**src/rtl/core_ctrl_pkg.sv**
```systemverilog
// Shared types and constants for the convolution-tile sequencer.
package core_ctrl_pkg;

  localparam int ADDR_BW = 11;
  localparam int CNT_BW  = 8;

  typedef enum logic [3:0] {
    ST_IDLE,
    ST_CLR,
    ST_WREQ,
    ST_KLOAD,
    ST_KGAP,
    ST_ALOAD,
    ST_EXEC,
    ST_RDOUT,
    ST_DONE
  } state_t;

  localparam logic [1:0] INST_IDLE  = 2'b00;
  localparam logic [1:0] INST_KLOAD = 2'b01;
  localparam logic [1:0] INST_ALOAD = 2'b10;

  // Dwell counts are loaded as (count-1) into an 8-bit counter, so 1..255 is legal.
  function automatic bit cnt_in_range(input int v);
    return (v >= 1) && (v <= (1 << CNT_BW) - 1);
  endfunction

endpackage

```
**src/rtl/phase_cnt.sv**
```systemverilog
// Loadable down-counter that times every FSM dwell; sticks at zero until reloaded.
module phase_cnt
  import core_ctrl_pkg::*;
(
  input  logic              clk,
  input  logic              reset,
  input  logic              i_load,
  input  logic [CNT_BW-1:0] i_load_val,
  output logic              o_zero
);

  logic [CNT_BW-1:0] r_cnt;

  always_ff @(posedge clk or negedge reset) begin
    if (!reset) begin
      r_cnt <= '0;
    end else if (i_load) begin
      r_cnt <= i_load_val;
    end else if (r_cnt != '0) begin
      r_cnt <= r_cnt - CNT_BW'(1);
    end
  end

  assign o_zero = (r_cnt == '0);

endmodule

```
**src/rtl/core_seq_ctrl.sv**
```systemverilog
// Sequencer walking the core through one 3x3 conv tile: per kij clear, weight
// handshake, kernel load, gap, activation load, drain; then a single readout.
module core_seq_ctrl
  import core_ctrl_pkg::*;
#(
  parameter int                 len_kij     = 9,
  parameter int                 len_nij     = 36,
  parameter int                 len_onij    = 16,
  parameter int                 col         = 8,
  parameter logic [ADDR_BW-1:0] w_base      = 11'h400,
  parameter logic [ADDR_BW-1:0] x_base      = 11'h000,
  parameter int                 clr_cycles  = 11,
  parameter int                 kgap_cycles = 10,
  parameter int                 exec_cycles = 30
) (
  input  logic               clk,
  input  logic               reset,
  input  logic               start,
  input  logic               abort,
  input  logic               w_ack,
  output logic               busy,
  output logic               done,
  output logic               w_req,
  output logic               core_clr,
  output logic               CEN_xmem,
  output logic               WEN_xmem,
  output logic [ADDR_BW-1:0] A_xmem,
  output logic [1:0]         inst_w,
  output logic [3:0]         kij,
  output logic               readout_start
);

  if (!cnt_in_range(len_kij) || !cnt_in_range(len_nij) || !cnt_in_range(len_onij) ||
      !cnt_in_range(col) || !cnt_in_range(clr_cycles) || !cnt_in_range(kgap_cycles) ||
      !cnt_in_range(exec_cycles) || (len_kij > 16)) begin : g_param_chk
    $error("core_seq_ctrl: count parameter outside 1..255 or len_kij exceeds kij width");
  end

  localparam logic [CNT_BW-1:0] LD_CLR   = CNT_BW'(clr_cycles - 1);
  localparam logic [CNT_BW-1:0] LD_KLOAD = CNT_BW'(col - 1);
  localparam logic [CNT_BW-1:0] LD_KGAP  = CNT_BW'(kgap_cycles - 1);
  localparam logic [CNT_BW-1:0] LD_ALOAD = CNT_BW'(len_nij - 1);
  localparam logic [CNT_BW-1:0] LD_EXEC  = CNT_BW'(exec_cycles - 1);
  // Readout dwells len_onij+1 cycles, hence no -1 here.
  localparam logic [CNT_BW-1:0] LD_RDOUT = CNT_BW'(len_onij);
  localparam logic [3:0]        KIJ_LAST = 4'(len_kij - 1);

  state_t             r_state;
  logic               r_busy;
  logic               r_done;
  logic               r_w_req;
  logic               r_core_clr;
  logic               r_cen;
  logic [ADDR_BW-1:0] r_addr;
  logic [1:0]         r_inst;
  logic [3:0]         r_kij;
  logic               r_rd_start;

  logic               w_load;
  logic [CNT_BW-1:0]  w_load_val;
  logic               w_zero;

  phase_cnt u_phase_cnt (
    .clk        (clk),
    .reset      (reset),
    .i_load     (w_load),
    .i_load_val (w_load_val),
    .o_zero     (w_zero)
  );

  // Counter reload coincides with the state transition that starts each dwell.
  always_comb begin
    w_load     = 1'b0;
    w_load_val = '0;
    if (abort) begin
      w_load = 1'b1;
    end else begin
      case (r_state)
        ST_IDLE: if (start) begin
          w_load     = 1'b1;
          w_load_val = LD_CLR;
        end
        ST_WREQ: if (w_ack) begin
          w_load     = 1'b1;
          w_load_val = LD_KLOAD;
        end
        ST_KLOAD: if (w_zero) begin
          w_load     = 1'b1;
          w_load_val = LD_KGAP;
        end
        ST_KGAP: if (w_zero) begin
          w_load     = 1'b1;
          w_load_val = LD_ALOAD;
        end
        ST_ALOAD: if (w_zero) begin
          w_load     = 1'b1;
          w_load_val = LD_EXEC;
        end
        ST_EXEC: if (w_zero) begin
          w_load     = 1'b1;
          w_load_val = (r_kij < KIJ_LAST) ? LD_CLR : LD_RDOUT;
        end
        default: ;
      endcase
    end
  end

  always_ff @(posedge clk or negedge reset) begin
    if (!reset) begin
      r_state    <= ST_IDLE;
      r_busy     <= 1'b0;
      r_done     <= 1'b0;
      r_w_req    <= 1'b0;
      r_core_clr <= 1'b0;
      r_cen      <= 1'b1;
      r_addr     <= '0;
      r_inst     <= INST_IDLE;
      r_kij      <= '0;
      r_rd_start <= 1'b0;
    end else if (abort) begin
      r_state    <= ST_IDLE;
      r_busy     <= 1'b0;
      r_done     <= 1'b0;
      r_w_req    <= 1'b0;
      r_core_clr <= 1'b0;
      r_cen      <= 1'b1;
      r_addr     <= '0;
      r_inst     <= INST_IDLE;
      r_kij      <= '0;
      r_rd_start <= 1'b0;
    end else begin
      r_done     <= 1'b0;
      r_rd_start <= 1'b0;
      case (r_state)
        ST_IDLE: if (start) begin
          r_state    <= ST_CLR;
          r_busy     <= 1'b1;
          r_core_clr <= 1'b1;
          r_kij      <= '0;
        end
        ST_CLR: if (w_zero) begin
          r_state    <= ST_WREQ;
          r_core_clr <= 1'b0;
          r_w_req    <= 1'b1;
        end
        ST_WREQ: if (w_ack) begin
          r_state <= ST_KLOAD;
          r_w_req <= 1'b0;
          r_cen   <= 1'b0;
          r_inst  <= INST_KLOAD;
          r_addr  <= w_base;
        end
        ST_KLOAD: begin
          if (w_zero) begin
            r_state <= ST_KGAP;
            r_cen   <= 1'b1;
            r_inst  <= INST_IDLE;
            r_addr  <= '0;
          end else begin
            r_addr <= r_addr + ADDR_BW'(1);
          end
        end
        ST_KGAP: if (w_zero) begin
          r_state <= ST_ALOAD;
          r_cen   <= 1'b0;
          r_inst  <= INST_ALOAD;
          r_addr  <= x_base;
        end
        ST_ALOAD: begin
          if (w_zero) begin
            r_state <= ST_EXEC;
            r_cen   <= 1'b1;
            r_inst  <= INST_IDLE;
            r_addr  <= '0;
          end else begin
            r_addr <= r_addr + ADDR_BW'(1);
          end
        end
        ST_EXEC: if (w_zero) begin
          if (r_kij < KIJ_LAST) begin
            r_state    <= ST_CLR;
            r_kij      <= r_kij + 4'd1;
            r_core_clr <= 1'b1;
          end else begin
            r_state    <= ST_RDOUT;
            r_rd_start <= 1'b1;
          end
        end
        ST_RDOUT: if (w_zero) begin
          r_state <= ST_DONE;
          r_done  <= 1'b1;
        end
        ST_DONE: begin
          r_state <= ST_IDLE;
          r_busy  <= 1'b0;
        end
        default: r_state <= ST_IDLE;
      endcase
    end
  end

  assign busy          = r_busy;
  assign done          = r_done;
  assign w_req         = r_w_req;
  assign core_clr      = r_core_clr;
  assign CEN_xmem      = r_cen;
  assign WEN_xmem      = 1'b1;
  assign A_xmem        = r_addr;
  assign inst_w        = r_inst;
  assign kij           = r_kij;
  assign readout_start = r_rd_start;

endmodule
```
**config.mk**
```make
export PLATFORM = sky130hd
export DESIGN_NAME = core_seq_ctrl
export DESIGN_NICKNAME = d
export VERILOG_FILES = /design/src/rtl/core_ctrl_pkg.sv /design/src/rtl/phase_cnt.sv /design/src/rtl/core_seq_ctrl.sv
export SDC_FILE = /design/constraint.sdc
export NUM_CORES = 1
export LEC_CHECK = 0
export BUFFER_PORTS_ARGS = -buffer_cell sky130_fd_sc_hd__buf_2
export CORE_UTILIZATION = 57
export CTS_CLUSTER_DIAMETER = 60
export DETAILED_ROUTE_END_ITERATION = 7
export PLACE_DENSITY_LB_ADDON = 0.1
export SKIP_CTS_REPAIR_TIMING = 1
export SYNTH_ARGS = -nofsm -noshare
export SYNTH_HDL_FRONTEND = slang
export SYNTH_SLANG_ARGS = --single-unit
```
**constraint.sdc**
```tcl
create_clock -name clk -period 2.7 [get_ports clk]
set_clock_uncertainty 0.1 [all_clocks]
set_input_delay 0.135 -clock clk [delete_from_list [all_inputs] [get_ports clk]]
set_output_delay 0.135 -clock clk [all_outputs]
set_load 0.005 [all_outputs]
```
==> results <==
- In the finished design, the share of the clock period the worst path needs comes to around 95%.
- The floorplan step set the die height to between 60 and 70 um.
- The Yosys step of the flow raised 0 warnings.
- The count of port buffers added during placement is 27.
- The worst hold path terminates at u_phase_cnt.r_cnt[0].
- The HPWL after detailed placement is 3250 um.
- The first TritonRoute pass finished after 4 iterations.
- The endpoint class of the critical path is a register.
- The analysis attributes to cell leakage a power of about 1.1 nW.
- The worst register-to-register path has a setup slack of 0.15 ns.
- Power spread over the standard cell area amounts to ~930 mW/mm2.
- For this configuration, the core starts out at a cell density of between 60% and 70%.
- The final count of hold timing violations came to 0.
- The area growth from synthesis to layout is 12.9%.
- The total inserted antenna cells is 0.
- The area of the core region is about 0.0034 mm2.
- At the pin with the least slew margin, the transition time is about 0.76 ns.
- The total vias in the final route is roughly 1800.
- The library cell used as clock root buffer is sky130_fd_sc_hd__clkbuf_4.
- The time the final worst path needs with I/O delays and setup is approximately 2.6 ns.
- The maximum net fanout on the critical path is 12.
- The number of antenna-violating nets in the routed design is 0.
- The worst pin sits at a relative slew slack of a little under 50%.
- The tree built by TritonCTS fans out to 35 sinks.
- The remaining global-route overflow is 0.
- Counting along the longest clock path gives a buffer depth of 2.
- Pin placement for this block handled 29 I/O pins.
- For this run, asynchronously set or reset flops after synthesis account for 100%.
- The total negative slack for setup checks is 0 ns.
- The startpoint kind of the worst setup timing path is a register.
- The number of clock buffers added by TritonCTS is 5.
- For this run, the top clock speed supported by timing is approximately 0.4 GHz.
- The post-layout net count is between 200 and 300.
- The number of remaining DRC errors is 0.
- For this block, the routed nets add up to around 4700 um of wire.
- The net count after synthesis is ~240.
- The global-route usage over all layers is around a quarter.
- The endpoint identified for the worst register-to-register timing path is A_xmem[10].
- The via count of the first global-routing pass came to 1763.
- The run finished with clean final reports.
- The path category of the worst min-delay check is in -> reg.
- The die area is just under 0.004 mm2.
- The largest net degree at the start of global routing is 36.
- Yosys mapped a number of flops with a built-in enable equal to 0.
- The startpoint identified for the worst hold timing path is w_ack.
- The tool flagged a number of max-cap violations equal to 0.
- The prevailing post-synth register cell is sky130_fd_sc_hd__dfrtp_1.
- The arrival time at the worst endpoint is between 2 and 3 ns.
- The CTS tree is done.
- In this run the mean area of a mapped cell was 8.81 um2.
- In this run the critical register-to-register path is launched from u_phase_cnt.r_cnt[0].
- Total power for the finished layout comes to between 2 and 2.5 mW.
- The later pin in the worst-skew pair is clocked with a latency of roughly 0.34 ns.
- The weighted congestion reported at the end of routability-driven placement is ~0.85.
- Counting cells, the worst reg-to-reg path comes to 6.
- The first global-routing pass estimated between 8000 and 9000 um of wire.
- Synthesis inferred 35 register bits.
- In the final layout, the share of cells above drive strength 1 is 20.6%.
- The average wire length per cell after detail routing is between 15 and 20 um.
- Row generation in the floorplan step produced 21 rows.
- The number of slew-limit violations in the final report is 0.
- Setup repair after global routing left no endpoint under its margin.
- After the first detailed-routing iteration, the DRC count stood at around 130.
- The count of mapped cells out of synthesis is between 200 and 250.
- CTS built an H-tree with a depth of 2.
- The initial antenna violation count is 0.
- The worst setup path is of the reg -> reg kind.
- The share of synthesized area occupied by flip-flops and latches is a little over two fifths.
- Data on the critical path is required at its endpoint by 2.83 ns.
- The setup-violating endpoint count in the final report is 0.
- Summing every instance area after synthesis gives between 0.002 and 0.0025 mm2.
- After clock tree synthesis, the clock-pin slew on the worst setup and hold paths is about 0.1 ns.
- The largest vdd supply drop is 0.482 mV.
- The number of library cell types mapped by synthesis is 55.
- After detailed routing, the number of vias per cell comes to ~6.
- The die is 62.3 um wide.
- Counting instances, the worst hold path has a depth of 3.
worst max path at each step:
stage,start,endpoint,slack [ns],depth (start not counted)
final,u_phase_cnt.r_cnt[0],A_xmem[10],0.15,6
after global routing,u_phase_cnt.r_cnt[0],A_xmem[10],0.03,6
after CTS,u_phase_cnt.r_cnt[0],A_xmem[10],0.14,6
after detailed placement,u_phase_cnt.r_cnt[0],A_xmem[10],0.18,6
after global placement,u_phase_cnt.r_cnt[0],A_xmem[10],0.22,6
after floorplan,u_phase_cnt.r_cnt[0],A_xmem[10],0.30,8
layout make-up:
class,count,area [um2]
multi-input cells,179,1110
fillers,290,1080
flip-flops and latches,35,877
well taps,46,57.6
inverters,3,11.3
clock buffers,8,68.8
repair buffers,37,215
worst max-delay path: stages (launching register included):
cell and delay, ns:
sky130_fd_sc_hd__dfrtp_1 0.42, sky130_fd_sc_hd__inv_1 0.10, sky130_fd_sc_hd__ha_1 0.16, sky130_fd_sc_hd__or4b_1 0.50, sky130_fd_sc_hd__or2_4 0.32, sky130_fd_sc_hd__a221o_1 0.46, sky130_fd_sc_hd__o32a_1 0.39
through the flow:
stage | instance area, um2 | util, % | instances | setup slack (ns) | hold WS [ns]
finish | 2340 | 68.4 | 308 | 0.145 | 0.0397
global route | 2340 | 68.4 | 308 | 0.0303 | 0.0596
CTS | 2310 | 67.7 | 306 | 0.144 | -0.212
detailed placement | 2240 | 65.6 | 298 | 0.177 | 0.156
global placement | 2240 | 65.6 | 298 | 0.220 | 0.158
floorplan | 2070 | - | 235 | 0.298 | -0.261
state kept, by name, summed over array words and instances (netlist names), 2 cells and up:
name,flops
A_xmem,11
u_phase_cnt.r_cnt,8
kij,4
r_state,4
inst_w,2
layer usage:
metal | up-vias | wire length [um] | GRT usage (%) | part of all wire (%)
met1 | 889 | 2080 | 31.7 | 44
li1 | 904 | - | - | -
met4 | 0 | 89 | 10.2 | 1.9
met5 | - | 0 | 0 | 0
met3 | 9 | 179 | 6.07 | 3.8
met2 | 46 | 2350 | 46.3 | 50
power by group:
part	internal (mW)	switching, mW	total [mW]
registers	0.634	0.0921	0.726
clock network	0.153	0.169	0.323
logic	0.482	0.648	1.13
total	1.27	0.910	2.18
cells in the final DEF, fill, tap and decap left out, types with 5 or more instances in the layout:
master / netlist / layout
sky130_fd_sc_hd__dfrtp_1: 34 / 34
sky130_fd_sc_hd__buf_2: 1 / 27
sky130_fd_sc_hd__nand2_1: 24 / 24
sky130_fd_sc_hd__a21oi_1: 19 / 19
sky130_fd_sc_hd__nor2_1: 18 / 18
sky130_fd_sc_hd__nand3_1: 12 / 12
sky130_fd_sc_hd__nor3_1: 11 / 10
sky130_fd_sc_hd__a31oi_1: 8 / 8
sky130_fd_sc_hd__buf_4: 1 / 8
sky130_fd_sc_hd__o21ai_0: 5 / 5
sky130_fd_sc_hd__xor2_1: 5 / 5
sky130_fd_sc_hd__nand2b_1: 5 / 5
sky130_fd_sc_hd__mux2i_1: 5 / 5
sky130_fd_sc_hd__clkbuf_4: 0 / 5
cell families (layout without fill, tap and decap cells):
kind of cell / count (synthesis) / count (layout) / share of synthesized area, %
adder cells (fa/ha/maj): 4 / 4 / 2.42
AND/OR/NAND/NOR: 98 / 98 / 23.9
flip-flops: 35 / 35 / 42.4
multiplexers: 7 / 7 / 3.51
XOR/XNOR: 7 / 7 / 2.96
buffers and inverters: 21 / 48 / 4.41
other: 1 / 1 / 0.181
AO/OA/AOI/OAI: 62 / 62 / 20.2
synthesized netlist by cell type (2+ instances only):
cell type	n	area share, %
sky130_fd_sc_hd__nor2_1	18	3.3
sky130_fd_sc_hd__nand2_1	24	4.4
sky130_fd_sc_hd__nor2b_1	3	0.91
sky130_fd_sc_hd__o21ai_0	5	1.2
sky130_fd_sc_hd__nand3_1	12	2.9
sky130_fd_sc_hd__o2bb2ai_1	2	0.85
sky130_fd_sc_hd__clkbuf_1	15	2.7
sky130_fd_sc_hd__o211ai_1	2	0.73
sky130_fd_sc_hd__a31oi_1	8	2.4
sky130_fd_sc_hd__xnor2_1	2	0.85
sky130_fd_sc_hd__o31ai_1	2	0.73
sky130_fd_sc_hd__nor3_1	11	2.7
sky130_fd_sc_hd__a21oi_1	19	4.6
sky130_fd_sc_hd__o32a_1	2	0.97
sky130_fd_sc_hd__inv_1	3	0.54
sky130_fd_sc_hd__ha_1	4	2.4
sky130_fd_sc_hd__nand3b_1	3	1.1
sky130_fd_sc_hd__o21ai_1	4	0.97
sky130_fd_sc_hd__nand2b_1	5	1.5
sky130_fd_sc_hd__and3_1	4	1.2
sky130_fd_sc_hd__xor2_1	5	2.1
sky130_fd_sc_hd__a22o_1	2	0.85
sky130_fd_sc_hd__dfrtp_1	34	41
sky130_fd_sc_hd__or3_1	4	1.2
sky130_fd_sc_hd__and2_1	2	0.60
sky130_fd_sc_hd__nor4_1	2	0.60
sky130_fd_sc_hd__a311oi_1	2	0.85
sky130_fd_sc_hd__mux2i_1	5	2.4
sky130_fd_sc_hd__or2_2	4	1.2
sky130_fd_sc_hd__mux2_2	2	1.1
(Power assumes the default switching activity.)
